**src/rtl/hazard_sequencer_pkg.sv**
```systemverilog
// Shared definitions for the hazard sequencer: controller state encoding and
// layout of the in-flight write shadow.
package hazard_sequencer_pkg;

    typedef enum logic [1:0] {
        ST_IDLE   = 2'd0,
        ST_RUN    = 2'd1,
        ST_DRAIN  = 2'd2,
        ST_HALTED = 2'd3
    } state_e;

    localparam int unsigned SHADOW_DEPTH = 3;
    localparam int unsigned SH_EX        = 0;
    localparam int unsigned SH_MEM       = 1;
    localparam int unsigned SH_WB        = 2;

endpackage

```
**src/rtl/hazard_shadow.sv**
```systemverilog
// Three-entry shadow of register writes in flight (EX, MEM, WB) with
// per-stage source-operand match against the instruction in ID.
module hazard_shadow
    import hazard_sequencer_pkg::*;
#(
    parameter int unsigned REG_W = 5
) (
    input  logic                    clk,
    input  logic                    rst,
    input  logic                    i_push_valid,
    input  logic [REG_W-1:0]        i_push_dest,
    input  logic                    i_push_load,
    input  logic [REG_W-1:0]        i_rs,
    input  logic [REG_W-1:0]        i_rt,
    input  logic                    i_uses_rs,
    input  logic                    i_uses_rt,
    output logic [SHADOW_DEPTH-1:0] o_hit,
    output logic [SHADOW_DEPTH-1:0] o_valid,
    output logic                    o_ex_load
);

    logic [SHADOW_DEPTH-1:0] r_valid;
    logic [SHADOW_DEPTH-1:0] r_load;
    logic [REG_W-1:0]        r_dest [SHADOW_DEPTH];

    always_ff @(posedge clk) begin
        if (rst) begin
            r_valid <= '0;
            r_load  <= '0;
            for (int unsigned i = 0; i < SHADOW_DEPTH; i++) begin
                r_dest[i] <= '0;
            end
        end else begin
            r_valid[SH_WB]  <= r_valid[SH_MEM];
            r_load[SH_WB]   <= r_load[SH_MEM];
            r_dest[SH_WB]   <= r_dest[SH_MEM];
            r_valid[SH_MEM] <= r_valid[SH_EX];
            r_load[SH_MEM]  <= r_load[SH_EX];
            r_dest[SH_MEM]  <= r_dest[SH_EX];
            r_valid[SH_EX]  <= i_push_valid;
            r_load[SH_EX]   <= i_push_load;
            r_dest[SH_EX]   <= i_push_dest;
        end
    end

    always_comb begin
        o_hit = '0;
        for (int unsigned i = 0; i < SHADOW_DEPTH; i++) begin
            o_hit[i] = r_valid[i] & ((i_uses_rs & (i_rs == r_dest[i])) |
                                     (i_uses_rt & (i_rt == r_dest[i])));
        end
    end

    assign o_valid   = r_valid;
    assign o_ex_load = r_load[SH_EX];

endmodule

```
**src/rtl/hazard_sequencer.sv**
```systemverilog
// Run/stall/flush controller for the 5-stage pipeline: start/halt sequencing,
// load-use / RAW stall detection, branch flush and a saturating stall counter.
module hazard_sequencer
    import hazard_sequencer_pkg::*;
#(
    parameter int unsigned REG_W      = 5,
    parameter int unsigned FORWARDING = 1,
    parameter int unsigned WB_BYPASS  = 1,
    parameter int unsigned CNT_W      = 16
) (
    input  logic             clk,
    input  logic             rst,
    input  logic             start,
    input  logic             halt_req,
    input  logic             id_valid,
    input  logic [REG_W-1:0] id_rs,
    input  logic [REG_W-1:0] id_rt,
    input  logic             id_uses_rs,
    input  logic             id_uses_rt,
    input  logic             id_reg_write,
    input  logic [REG_W-1:0] id_dest,
    input  logic             id_mem_read,
    input  logic             ex_branch_taken,
    output logic             pc_write,
    output logic             if_id_write,
    output logic             id_ex_bubble,
    output logic             flush_if_id,
    output logic             running,
    output logic             halted,
    output logic [CNT_W-1:0] stall_count
);

    state_e                  r_state;
    state_e                  w_state_nxt;
    logic [CNT_W-1:0]        r_stall_cnt;
    logic [SHADOW_DEPTH-1:0] w_hit;
    logic [SHADOW_DEPTH-1:0] w_valid;
    logic                    w_ex_load;
    logic                    w_hazard;
    logic                    w_push_valid;
    logic                    w_count_stall;
    logic                    w_start_ok;

    assign w_push_valid = id_valid & id_reg_write & (id_dest != '0) & ~id_ex_bubble;

    hazard_shadow #(
        .REG_W(REG_W)
    ) u_shadow (
        .clk         (clk),
        .rst         (rst),
        .i_push_valid(w_push_valid),
        .i_push_dest (id_dest),
        .i_push_load (id_mem_read),
        .i_rs        (id_rs),
        .i_rt        (id_rt),
        .i_uses_rs   (id_uses_rs),
        .i_uses_rt   (id_uses_rt),
        .o_hit       (w_hit),
        .o_valid     (w_valid),
        .o_ex_load   (w_ex_load)
    );

    always_comb begin
        if (FORWARDING != 0) begin
            w_hazard = w_hit[SH_EX] & w_ex_load;
        end else begin
            w_hazard = w_hit[SH_EX] | w_hit[SH_MEM] | ((WB_BYPASS == 0) & w_hit[SH_WB]);
        end
    end

    always_comb begin
        w_state_nxt  = r_state;
        pc_write     = 1'b0;
        if_id_write  = 1'b0;
        id_ex_bubble = 1'b1;
        flush_if_id  = 1'b0;
        case (r_state)
            ST_IDLE, ST_HALTED: begin
                if (start) w_state_nxt = ST_RUN;
            end
            ST_RUN: begin
                pc_write     = 1'b1;
                if_id_write  = 1'b1;
                id_ex_bubble = 1'b0;
                // A taken branch squashes the ID instruction, so any stall it would cause is moot.
                if (ex_branch_taken) begin
                    flush_if_id  = 1'b1;
                    id_ex_bubble = 1'b1;
                end else if (id_valid & w_hazard) begin
                    pc_write     = 1'b0;
                    if_id_write  = 1'b0;
                    id_ex_bubble = 1'b1;
                end
                if (halt_req) w_state_nxt = ST_DRAIN;
            end
            ST_DRAIN: begin
                if (~|w_valid) w_state_nxt = ST_HALTED;
            end
            default: w_state_nxt = ST_IDLE;
        endcase
    end

    assign w_count_stall = (r_state == ST_RUN) & ~ex_branch_taken & id_valid & w_hazard;
    assign w_start_ok    = start & ((r_state == ST_IDLE) | (r_state == ST_HALTED));

    always_ff @(posedge clk) begin
        if (rst) begin
            r_state     <= ST_IDLE;
            r_stall_cnt <= '0;
        end else begin
            r_state <= w_state_nxt;
            if (w_start_ok) begin
                r_stall_cnt <= '0;
            end else if (w_count_stall && (r_stall_cnt != '1)) begin
                r_stall_cnt <= r_stall_cnt + 1'b1;
            end
        end
    end

    assign running     = (r_state == ST_RUN);
    assign halted      = (r_state == ST_HALTED);
    assign stall_count = r_stall_cnt;

endmodule
```
**config.mk**
```make
export PLATFORM = sky130hd
export DESIGN_NAME = hazard_sequencer
export DESIGN_NICKNAME = d
export VERILOG_FILES = /design/src/rtl/hazard_sequencer_pkg.sv /design/src/rtl/hazard_shadow.sv /design/src/rtl/hazard_sequencer.sv
export SDC_FILE = /design/constraint.sdc
export NUM_CORES = 1
export LEC_CHECK = 0
export ABC_AREA = 1
export BUFFER_PORTS_ARGS = -buffer_cell sky130_fd_sc_hd__buf_2
export CELL_PAD_IN_SITES_DETAIL_PLACEMENT = 0
export CELL_PAD_IN_SITES_GLOBAL_PLACEMENT = 1
export CORE_MARGIN = 4
export CORE_UTILIZATION = 30
export CTS_CLUSTER_SIZE = 8
export DETAILED_ROUTE_END_ITERATION = 7
export HOLD_SLACK_MARGIN = 0.1
export PLACE_DENSITY = 0.79
export SETUP_SLACK_MARGIN = 0.05
export SLEW_MARGIN = 20
export SYNTH_ARGS = -nofsm -noshare
export SYNTH_HDL_FRONTEND = slang
export SYNTH_HIERARCHICAL = 1
export SYNTH_SLANG_ARGS = --single-unit
export TNS_END_PERCENT = 1
```
**constraint.sdc**
```tcl
create_clock -name clk -period 2 [get_ports clk]
set_clock_uncertainty 0.1 [all_clocks]
set_input_delay 0.1 -clock clk [delete_from_list [all_inputs] [get_ports clk]]
set_output_delay 0.1 -clock clk [all_outputs]
set_load 0.05 [all_outputs]
```
==> results.md, run 1 <==
- Outcome: finished, final reports clean
- Routed vias/inst: 4.31
- CTS tree: done
- Detailed router's first-iteration violation count: 48
- Initial antenna violation count: 0
- Sw power: 0.000551 W
- Layout area overhead: 34.4%
- Final worst path period share: 98.9%
- Unrepaired setup endpoints after global routing: yes
- Initial core utilization: 31.6%
- Critical path data required time: 1800 ps
- Synthesized area: 1650 sq um
- Slowest-stage cell, CP: dfxtp_2
- Pwr dens: 657 nW/um^2
- Gate power share: 37.4%
- Setup crit start: u_shadow/r_dest[0][2]
- Layout cells sized above 1: 24.9%
- Cell count after synthesis: 269
- Total core area: 5200 sq um
- # fillers: 568
- Critical Path End: pc_write
- DRC violation count after routing: 0
- Nets@finish: 365
- Worst Tran Pin Value: 402 ps
- Clock share of power: 22.1%
- Global route overflow: 0
- Die Area: 6740 sq um
- Syn avg cell area: 6.12 sq um
- Max Buffers Root-to-Sink: 2
- Worst r2r path cells: 13
- Largest net degree at the start of global routing: 28
- Tot Pwr: 0.00145 W
- Smallest hold slack: 183 ps
- Clk root buf: clkbuf_8
- Synth warnings: 6
- Number of routed nets with antenna violations: 0
- Worst Hold Class: in2reg
- Worst Path Arrival: 1780 ps
- Final setup violation count: 0
- Hpwl dp: 3020 um
- Buf/Inv on CP: 3
- Worst-path maximum fanout: 3
- Post-Syn Nets: 299
- Maxcap violations: 0
- Clock Sinks: 27
- Final wirelength: 4020 um
- Pins Over Slew Limit: 0
- CTS clock-pin slew for the worst setup and hold paths: 90 ps
- Worst path depth: 10
- Critical path cell sequence: inv_1, nand2_1, nand2_1, nor2_1, nand3_1, a21oi_2, nand3_2, buf_6, o21a_1, buf_6
- Die Width: 82.1 um
- Final GP Congestion: 0.773
- Worst R2R Setup Slack: 180 ps
- First-pass GRT wire length: 6870 um
- Switching portion of total power: 37.9%
- Post-layout min period: 1980 ps
- Clk_lat worst skew: 280 ps
- Achievable Freq: 0.505 GHz
- Cell row count: 26
- # IOs: 47
- Inserted Diodes: 0
- Leakage: 1.02 nW
- Worst r2r src: u_shadow/r_dest[0][2]
- Die height: 82.1 um
- Pre-antenna DRT Iters: 4
- Sequential fraction of design power: 40.5%
- Worst R2R End: stall_count[11]
- Hold Vio Cnt, Final: 0
- PortBufs: 46
- Final core occ: 42.5%
- Total number of vias: 1740
- Critical Setup Path Class: reg2out
- Worst Setup End Kind: output port
- Critical path's top delay family: simple AND/OR/NAND/NOR gates
- Crit-path max cell delay: 360 ps
- Post-CTS setup buffer count: 0
- CTS buffer count: 3
- Vias in the first global route: 1563
- Pint: 0.000903 W
- Maximum VDD drop: 426 uV
- Relative slew slack: 73.1%
- CP Launch Type: flip-flop
- GRT Total Usage: 12.9%
- H-tree levels: 1
- Detail-routed net length per standard cell: 9.94 um
## flip-flops by register name, summed over array words and instances, names as in the netlist
name	cells
r_state	2
u_shadow/o_valid	3
u_shadow/r_load	1
u_shadow/r_dest	5
stall_count	16
## cell type report
class | instances | area, sq um | area share [%]
sequential | 27 | 548 | 24.8
timing repair buffer | 67 | 447 | 20.2
multi-input combinational | 194 | 925 | 41.8
clock buffer | 3 | 41.3 | 1.87
inverter | 42 | 158 | 7.12
clock inverter | 1 | 7.51 | 0.339
tap | 70 | 87.6 | 3.96
## worst min-delay path, stage by stage
cell	delay (ps)
buf_2	90
or2_2	90
nand3_1	100
nand2_1	80
a21oi_1	50
## per-stage QoR
step / cells / setup WS [ps] / area (sq um) / TNS [ps]
after global placement: 384 / 86.2 / 1950 / 0
after floorplan: 269 / 121 / 1650 / 0
after CTS: 404 / 52.2 / 2180 / 0
after global routing: 404 / -81.3 / 2210 / -181
final: 404 / 21.5 / 2210 / 0
after detailed placement: 384 / 76.7 / 1950 / 0
## worst min path at each step
stage,depth (start not counted),start,endpoint
after floorplan,1,rst,r_state[1]
after global routing,5,start,stall_count[10]
after global placement,3,id_mem_read,u_shadow/r_load[0]
after detailed placement,3,id_mem_read,u_shadow/r_load[0]
after CTS,5,start,r_state[1]
final,5,start,r_state[1]
## power by group through the flow
| stage | clock network, W | registers, W | logic (W) |
|---|---|---|---|
| 2_1_floorplan | 0 | 0.000596 | 0.000407 |
| 6_report | 0.000321 | 0.000589 | 0.000544 |
| 5_1_grt | 0.000355 | 0.000595 | 0.000603 |
| 3_3_place_gp | 0 | 0.000602 | 0.000488 |
| 4_1_cts | 0.000336 | 0.000591 | 0.000543 |
| 3_5_place_dp | 0 | 0.000602 | 0.000490 |
## routing by layer
layer / up-vias / track usage [%] / part of all wire (%)
met3: 4 / 1.97 / 4.1
met4: 0 / 3.99 / 1.1
met5: - / 0 / 0
li1: 948 / - / -
met1: 757 / 15.9 / 46
met2: 31 / 22.8 / 49
## layout by cell type, fill, tap and decap left out
cell type and n:
or2_2 1, dfxtp_4 1, a21oi_2 1, nor2_1 53, a21boi_1 1, a21oi_1 16
nand4_4 1, inv_1 35, ha_1 5, nor2_2 7, dfxtp_2 3, nand3_1 24
dlygate4sd3_1 16, o21ai_1 1, o21bai_1 1, clkbuf_8 3, buf_2 43, nor3_1 2
nand2_1 71, buf_6 3, clkinvlp_4 1, dfxtp_1 23, o21a_1 1, o21ai_0 1
buf_4 5, nand2_2 2, nor2_4 4, nand4_1 1, nand3_2 1, inv_2 7
## timing repair
action | in CTS | in global routing
hold buffers | 16 | 0
pin swaps | 2 | 7
gates resized for setup | 9 | 15
setup endpoints to repair | 4 | 19
endpoints found under the hold margin | 10 | 0
No activity file was read; power rests on OpenSTA's default activity.
==> run 2: changes to the inputs <==
==> constraint.sdc (replaced) <==
create_clock -name clk -period 2 [get_ports clk]
set_clock_uncertainty 0.1 [all_clocks]
set_input_delay 0.4 -clock clk [delete_from_list [all_inputs] [get_ports clk]]
set_output_delay 0.4 -clock clk [all_outputs]
set_load 0.05 [all_outputs]
==> run 2 against run 1 <==
The flow now finishes with violations (setup timing). Combinational power increased by 4.4%. Die area unchanged. Count of clock-buffer cells in the layout unchanged. Maximum frequency decreased by 7.3%. Critical path type unchanged. Largest cell class unchanged.
==> results.md, run 2 (same netlist as run 1, synthesis figures left out) <==
- Routed vias/inst: 4.29 (was 4.31)
- Worst Setup End Kind: output port (unchanged)
- Detail-routed net length per standard cell: 9.83 um (was 9.94 um)
- Die Area: 6740 sq um (unchanged)
- CTS clock-pin slew for the worst setup and hold paths: 90 ps (about the same)
- Initial core utilization: 31.6% (unchanged)
- Post-layout min period: 2130 ps (was 1980 ps)
- Cell row count: 26 (unchanged)
- Initial antenna violation count: 0 (unchanged)
- Largest net degree at the start of global routing: 28 (unchanged)
- Crit-path most repeated cell: nand2_1
- Final core occ: 39.9% (was 42.5%)
- GRT Total Usage: 12.0% (was 12.9%)
- Pre-antenna DRT Iters: 4 (unchanged)
- Pwr dens: 709 nW/um^2 (was 657 nW/um^2)
- Leakage: 0.953 nW (was 1.02 nW)
- Layout area overhead: 26.1% (was 34.4%)
- Number of flip-flops in the largest register: 16 (unchanged)
- Pins Over Slew Limit: 0 (unchanged)
- Vias in the first global route: 1531 (was 1563)
- Critical path data required time: 1500 ps (was 1800 ps)
- Clk_lat worst skew: 270 ps (was 280 ps)
- Die Width: 82.1 um (unchanged)
- Maximum VDD drop: 686 uV (was 426 uV)
- Fin worst setup slack: -135 ps (was 21.5 ps)
- Die height: 82.1 um (unchanged)
- Nets@finish: 349 (was 365)
- Total number of vias: 1664 (was 1740)
- Total core area: 5200 sq um (unchanged)
- Unrepaired setup endpoints after global routing: yes (unchanged)
- Max Buffers Root-to-Sink: 2 (unchanged)
- Maxcap violations: 0 (unchanged)
- Critical Setup Path Class: reg2out (unchanged)
- Clock Sinks: 27 (unchanged)
- Detailed router's first-iteration violation count: 67 (was 48)
- Hold Vio Cnt, Final: 0 (unchanged)
- Final worst path period share: 107% (was 98.9%)
- Hpwl dp: 2980 um (was 3020 um)
- First-pass GRT wire length: 6380 um (was 6870 um)
- Final wirelength: 3810 um (was 4020 um)
- Pre-CTS WS: -141 ps (was 76.7 ps)
- Inserted Diodes: 0 (unchanged)
- CP Launch Type: flip-flop (unchanged)
- # fillers: 583 (was 568)
- Final setup violation count: 3 (was 0)
- CTS tree: done (unchanged)
- Worst Hold Class: in2reg (unchanged)
- Tot Pwr: 0.00147 W (was 0.00145 W)
- Final GP Congestion: 0.805 (was 0.773)
- Critical path cell sequence: inv_1, nand2_1, nand2_1, nor2_1, nand3_1, a21oi_2, nand3_2, o21a_4, buf_8 (was inv_1, nand2_1, nand2_1, nor2_1, nand3_1, a21oi_2, nand3_2, buf_6, o21a_1, buf_6)
- Clk root buf: clkbuf_8 (unchanged)
- Worst Tran Pin Value: 386 ps (was 402 ps)
- Worst-path maximum fanout: 3 (unchanged)
- Commonest cells after routing, fill and taps aside: nand2_1, nor2_1, buf_2 (unchanged)
- Achievable Freq: 0.468 GHz (was 0.505 GHz)
- Crit-path max cell delay: 350 ps (was 360 ps)
- Slowest-stage cell, CP: dfxtp_2 (unchanged)
- # IOs: 47 (unchanged)
- Register Area: 546 sq um (was 548 sq um)
- Failing checks: setup timing
- CTS buffer count: 3 (unchanged)
- Relative slew slack: 74.2% (was 73.1%)
- PortBufs: 46 (unchanged)
- Global route overflow: 0 (unchanged)
- Outcome: finished, violations left (was finished, final reports clean)
- Most common cell after layout, fill and taps aside: nand2_1 (unchanged)
- H-tree levels: 1 (unchanged)
- Number of routed nets with antenna violations: 0 (unchanged)
- DRC violation count after routing: 0 (unchanged)
- Footprint of the multi-input gates: 942 sq um (was 925 sq um)
- Layout cells sized above 1: 28.0% (was 24.9%)
- Worst Path Arrival: 1630 ps (was 1780 ps)
-- run 2: cell count changes in the layout (fill, tap and decap cells not counted), moves of 2 or more --
cell,previous run,this run
dlygate4sd3_1,16,0
nor2_1,53,50
nor2_2,7,10
buf_6,3,1
buf_8,0,2
-- run 2: per-layer routing --
layer / share of wire (%) / global-route usage [%]
met2: 46 / 20.7
met5: 0 / 0
met4: 0.97 / 3.49
met1: 49 / 14.8
met3: 4.0 / 2.74
-- run 2: worst paths after layout --
kind	from	endpoint	slack, ps	cells past startpoint
max	u_shadow/r_dest[0][3]	if_id_write	-130	9
min	id_dest[1]	u_shadow/r_dest[0][1]	230	3
max reg2reg	u_shadow/r_dest[0][3]	stall_count[15]	60	14
min reg2reg	u_shadow/o_valid[1]	u_shadow/o_valid[2]	340	2
-- run 2: critical path: cells and delay by family (launching register included) --
kind                   cells  cell delay, ps
AOI/OAI and AO/OA          2             410
and+or+nand+nor            5             400
DFF                        1             350
buffers and inverters      2             200
-- run 2: cell type report --
cell class	instances	area share (%)
Inverter	42	7.72
Timing Repair Buffer	51	14.2
Tap cell	70	4.22
Multi-Input combinational cell	194	45.4
Sequential cell	27	26.3
Clock inverter	1	0.241
Clock buffer	3	1.99
-- run 2: per-stage QoR --
stage	instances	hold WS (ps)	area [sq um]	setup TNS (ps)
final	388	227	2080	-386
after global routing	388	215	2080	-1870
after CTS	387	219	2050	-315
after detailed placement	382	319	1950	-1540
after global placement	382	322	1950	-905
after floorplan	269	303	1660	0
-- run 2: repair_timing --
item / CTS / global route
gates resized for setup: 19 / 10
buffers inserted: 1 / 1
hold buffers: 0 / 0
pin swaps: 3 / 6
setup endpoints to repair: 15 / 19
-- run 2: power by group --
group          switching, W  internal (W)  leakage (nW)
logic              0.000358      0.000210         0.706
registers         0.0000250      0.000565         0.221
clock network      0.000175      0.000140        0.0255
total              0.000558      0.000914         0.953
==> run 3: changes to the inputs <==
- ABC_AREA: 1 -> not set
- PLACE_DENSITY: 0.79 -> 0.75
- TNS_END_PERCENT: 1 -> not set
==> run 3 against run 2 <==
The flow still finishes with violations (setup timing). Wire length is 4.7% higher. Sequential power is 2% lower. Area after synthesis is 12% lower. Via count is 8.7% lower. Non-clock buffer count is 19 higher.
==> results.md, run 3 <==
- Outcome: finished, violations left (unchanged)
- Failing checks: setup timing (unchanged)
- PortBufs: 46 (unchanged)
- Largest net degree at the start of global routing: 16 (was 28)
- # fillers: 432 (was 583)
- Worst Path Arrival: 1720 ps (was 1630 ps)
- Initial antenna violation count: 0 (unchanged)
- Unrepaired setup endpoints after global routing: yes (unchanged)
- Die Area: 5990 sq um (was 6740 sq um)
- Clk_lat worst skew: 270 ps (about the same)
- Relative slew slack: 61.5% (was 74.2%)
- Maxcap violations: 0 (unchanged)
- # IOs: 47 (unchanged)
- Die height: 77.4 um (was 82.1 um)
- CTS clock-pin slew for the worst setup and hold paths: 90 ps (about the same)
- Commonest cells after routing, fill and taps aside: buf_2, buf_4, dfxtp_1 (was nand2_1, nor2_1, buf_2)
- Hpwl dp: 3070 um (was 2980 um)
- Number of flip-flops in the largest register: 16 (unchanged)
- Pins Over Slew Limit: 0 (unchanged)
- Achievable Freq: 0.451 GHz (was 0.468 GHz)
- H-tree levels: 1 (unchanged)
- Crit-path max cell delay: 370 ps (was 350 ps)
- CP Launch Type: flip-flop (unchanged)
- Cell row count: 24 (was 26)
- DRC violation count after routing: 0 (unchanged)
- Inserted Diodes: 0 (unchanged)
- Layout area overhead: 47.4% (was 26.1%)
- Fin worst setup slack: -218 ps (was -135 ps)
- Pwr dens: 733 nW/um^2 (was 709 nW/um^2)
- CTS buffer count: 3 (unchanged)
- Cell count after synthesis: 166 (was 269)
- Nets@finish: 266 (was 349)
- Critical path cell sequence: xnor2_2, nand4_1, o22ai_2, nand3_2, buf_6, o21a_4, buf_8 (was inv_1, nand2_1, nand2_1, nor2_1, nand3_1, a21oi_2, nand3_2, o21a_4, buf_8)
- Final GP Congestion: 0.822 (was 0.805)
- Cell area after placement: 1960 sq um (was 1950 sq um)
- Syn avg cell area: 8.71 sq um (was 6.12 sq um)
- Pre-CTS WS: -315 ps (was -141 ps)
- Final setup violation count: 15 (was 3)
- Detailed router's first-iteration violation count: 70 (was 67)
- Total core area: 4500 sq um (was 5200 sq um)
- Post-Syn Nets: 196 (was 299)
- Slowest-stage cell, CP: dfxtp_4 (was dfxtp_2)
- Final Cell Area: 2130 sq um (was 2080 sq um)
- Worst Hold Class: in2reg (unchanged)
- Worst Tran Pin Value: 572 ps (was 386 ps)
- Most common cell after layout, fill and taps aside: buf_2 (was nand2_1)
- Layout cells sized above 1: 49.4% (was 28.0%)
- Critical Setup Path Class: reg2out (unchanged)
- Smallest hold slack: 246 ps (was 227 ps)
- Vias in the first global route: 1472 (was 1531)
- Clock Sinks: 27 (unchanged)
- Routed vias/inst: 5.29 (was 4.29)
- Initial core utilization: 32.1% (was 31.6%)
- GRT Total Usage: 13.7% (was 12.0%)
- Final wirelength: 3990 um (was 3810 um)
- Post-layout min period: 2220 ps (was 2130 ps)
- Total number of vias: 1519 (was 1664)
- Max Buffers Root-to-Sink: 2 (unchanged)
- Pre-antenna DRT Iters: 6 (was 4)
- Synth warnings: 6 (unchanged)
- Detail-routed net length per standard cell: 13.9 um (was 9.83 um)
- Post-CTS setup buffer count: 0 (was 1)
- Hold-fix buffers, CTS: 0 (unchanged)
- Die Width: 77.4 um (was 82.1 um)
- First-pass GRT wire length: 6780 um (was 6380 um)
- Global route overflow: 0 (unchanged)
- Critical path data required time: 1500 ps (about the same)
- Footprint of the multi-input gates: 992 sq um (was 942 sq um)
- CTS tree: done (unchanged)
- Worst-path maximum fanout: 4 (was 3)
- Critical path's top delay family: flip-flops (was compound AO/OA/AOI/OAI gates)
- Maximum VDD drop: 308 uV (was 686 uV)
- Hold Vio Cnt, Final: 0 (unchanged)
- Clk root buf: clkbuf_8 (unchanged)
- Worst Setup End Kind: output port (unchanged)
- Final worst path period share: 111% (was 107%)
- Synthesized area: 1450 sq um (was 1650 sq um)
- Leakage: 0.840 nW (was 0.953 nW)
- Worst R2R Setup Slack: -150 ps (was 60 ps)
- Register Area: 568 sq um (was 546 sq um)
- Buf/Inv on CP: 2 (unchanged)
- Number of routed nets with antenna violations: 0 (unchanged)
[run 3: final timing paths]
kind,start,end,depth (start not counted)
hold reg to reg,u_shadow/o_valid[1],u_shadow/o_valid[2],1
hold / removal,id_dest[0],u_shadow/r_dest[0][0],2
setup / recovery,u_shadow/r_dest[0][1],if_id_write,7
setup reg to reg,u_shadow/r_dest[0][1],stall_count[14],7
[run 3: timing repair]
| item | CTS | global route |
|---|---|---|
| endpoints found under the setup margin | 17 | 19 |
| cloned | 0 | 0 |
| gates resized for setup | 17 | 18 |
| pin swaps | 10 | 3 |
[run 3: stage by stage]
| step | std cells | power, W | setup TNS, ps | utilization, % |
|---|---|---|---|---|
| 2_1_floorplan | 166 | 0.00101 | -521 | - |
| 3_5_place_dp | 283 | 0.00119 | -3850 | 43.5 |
| 6_report | 287 | 0.00156 | -1770 | 47.3 |
| 4_1_cts | 287 | 0.00157 | -1480 | 45.7 |
| 3_3_place_gp | 283 | 0.00119 | -3590 | 43.5 |
| 5_1_grt | 287 | 0.00166 | -3920 | 47.3 |
[run 3: cell type report]
cell class | instances | area share (%)
flip-flops and latches | 27 | 26.7
multi-input cells | 129 | 46.6
repair buffers | 70 | 20.7
clock buffers | 3 | 1.94
clock inverters | 1 | 0.235
well taps | 52 | 3.05
inverters | 5 | 0.881
[run 3: power by group]
group	switching [W]	leakage [nW]	internal [W]	total (W)
clock network	0.000170	0.0255	0.000139	0.000310
registers	0.0000173	0.227	0.000562	0.000579
logic	0.000390	0.587	0.000282	0.000673
[run 3: metal layers]
layer / GRT usage (%) / wire (um) / vias up
li1: - / - / 767
met1: 18.0 / 1880 / 708
met2: 23.2 / 1910 / 42
met3: 2.20 / 175 / 2
met4: 3.74 / 24 / 0
met5: 0 / 0 / -
[run 3: worst reg2reg max path, delay by kind of cell (launching register included)]
| family | cells | cell delay (ps) |
|---|---|---|
| AOI/OAI and AO/OA | 2 | 290 |
| and+or+nand+nor | 4 | 1170 |
| xor gates and xnor gates | 1 | 150 |
| DFF | 1 | 370 |
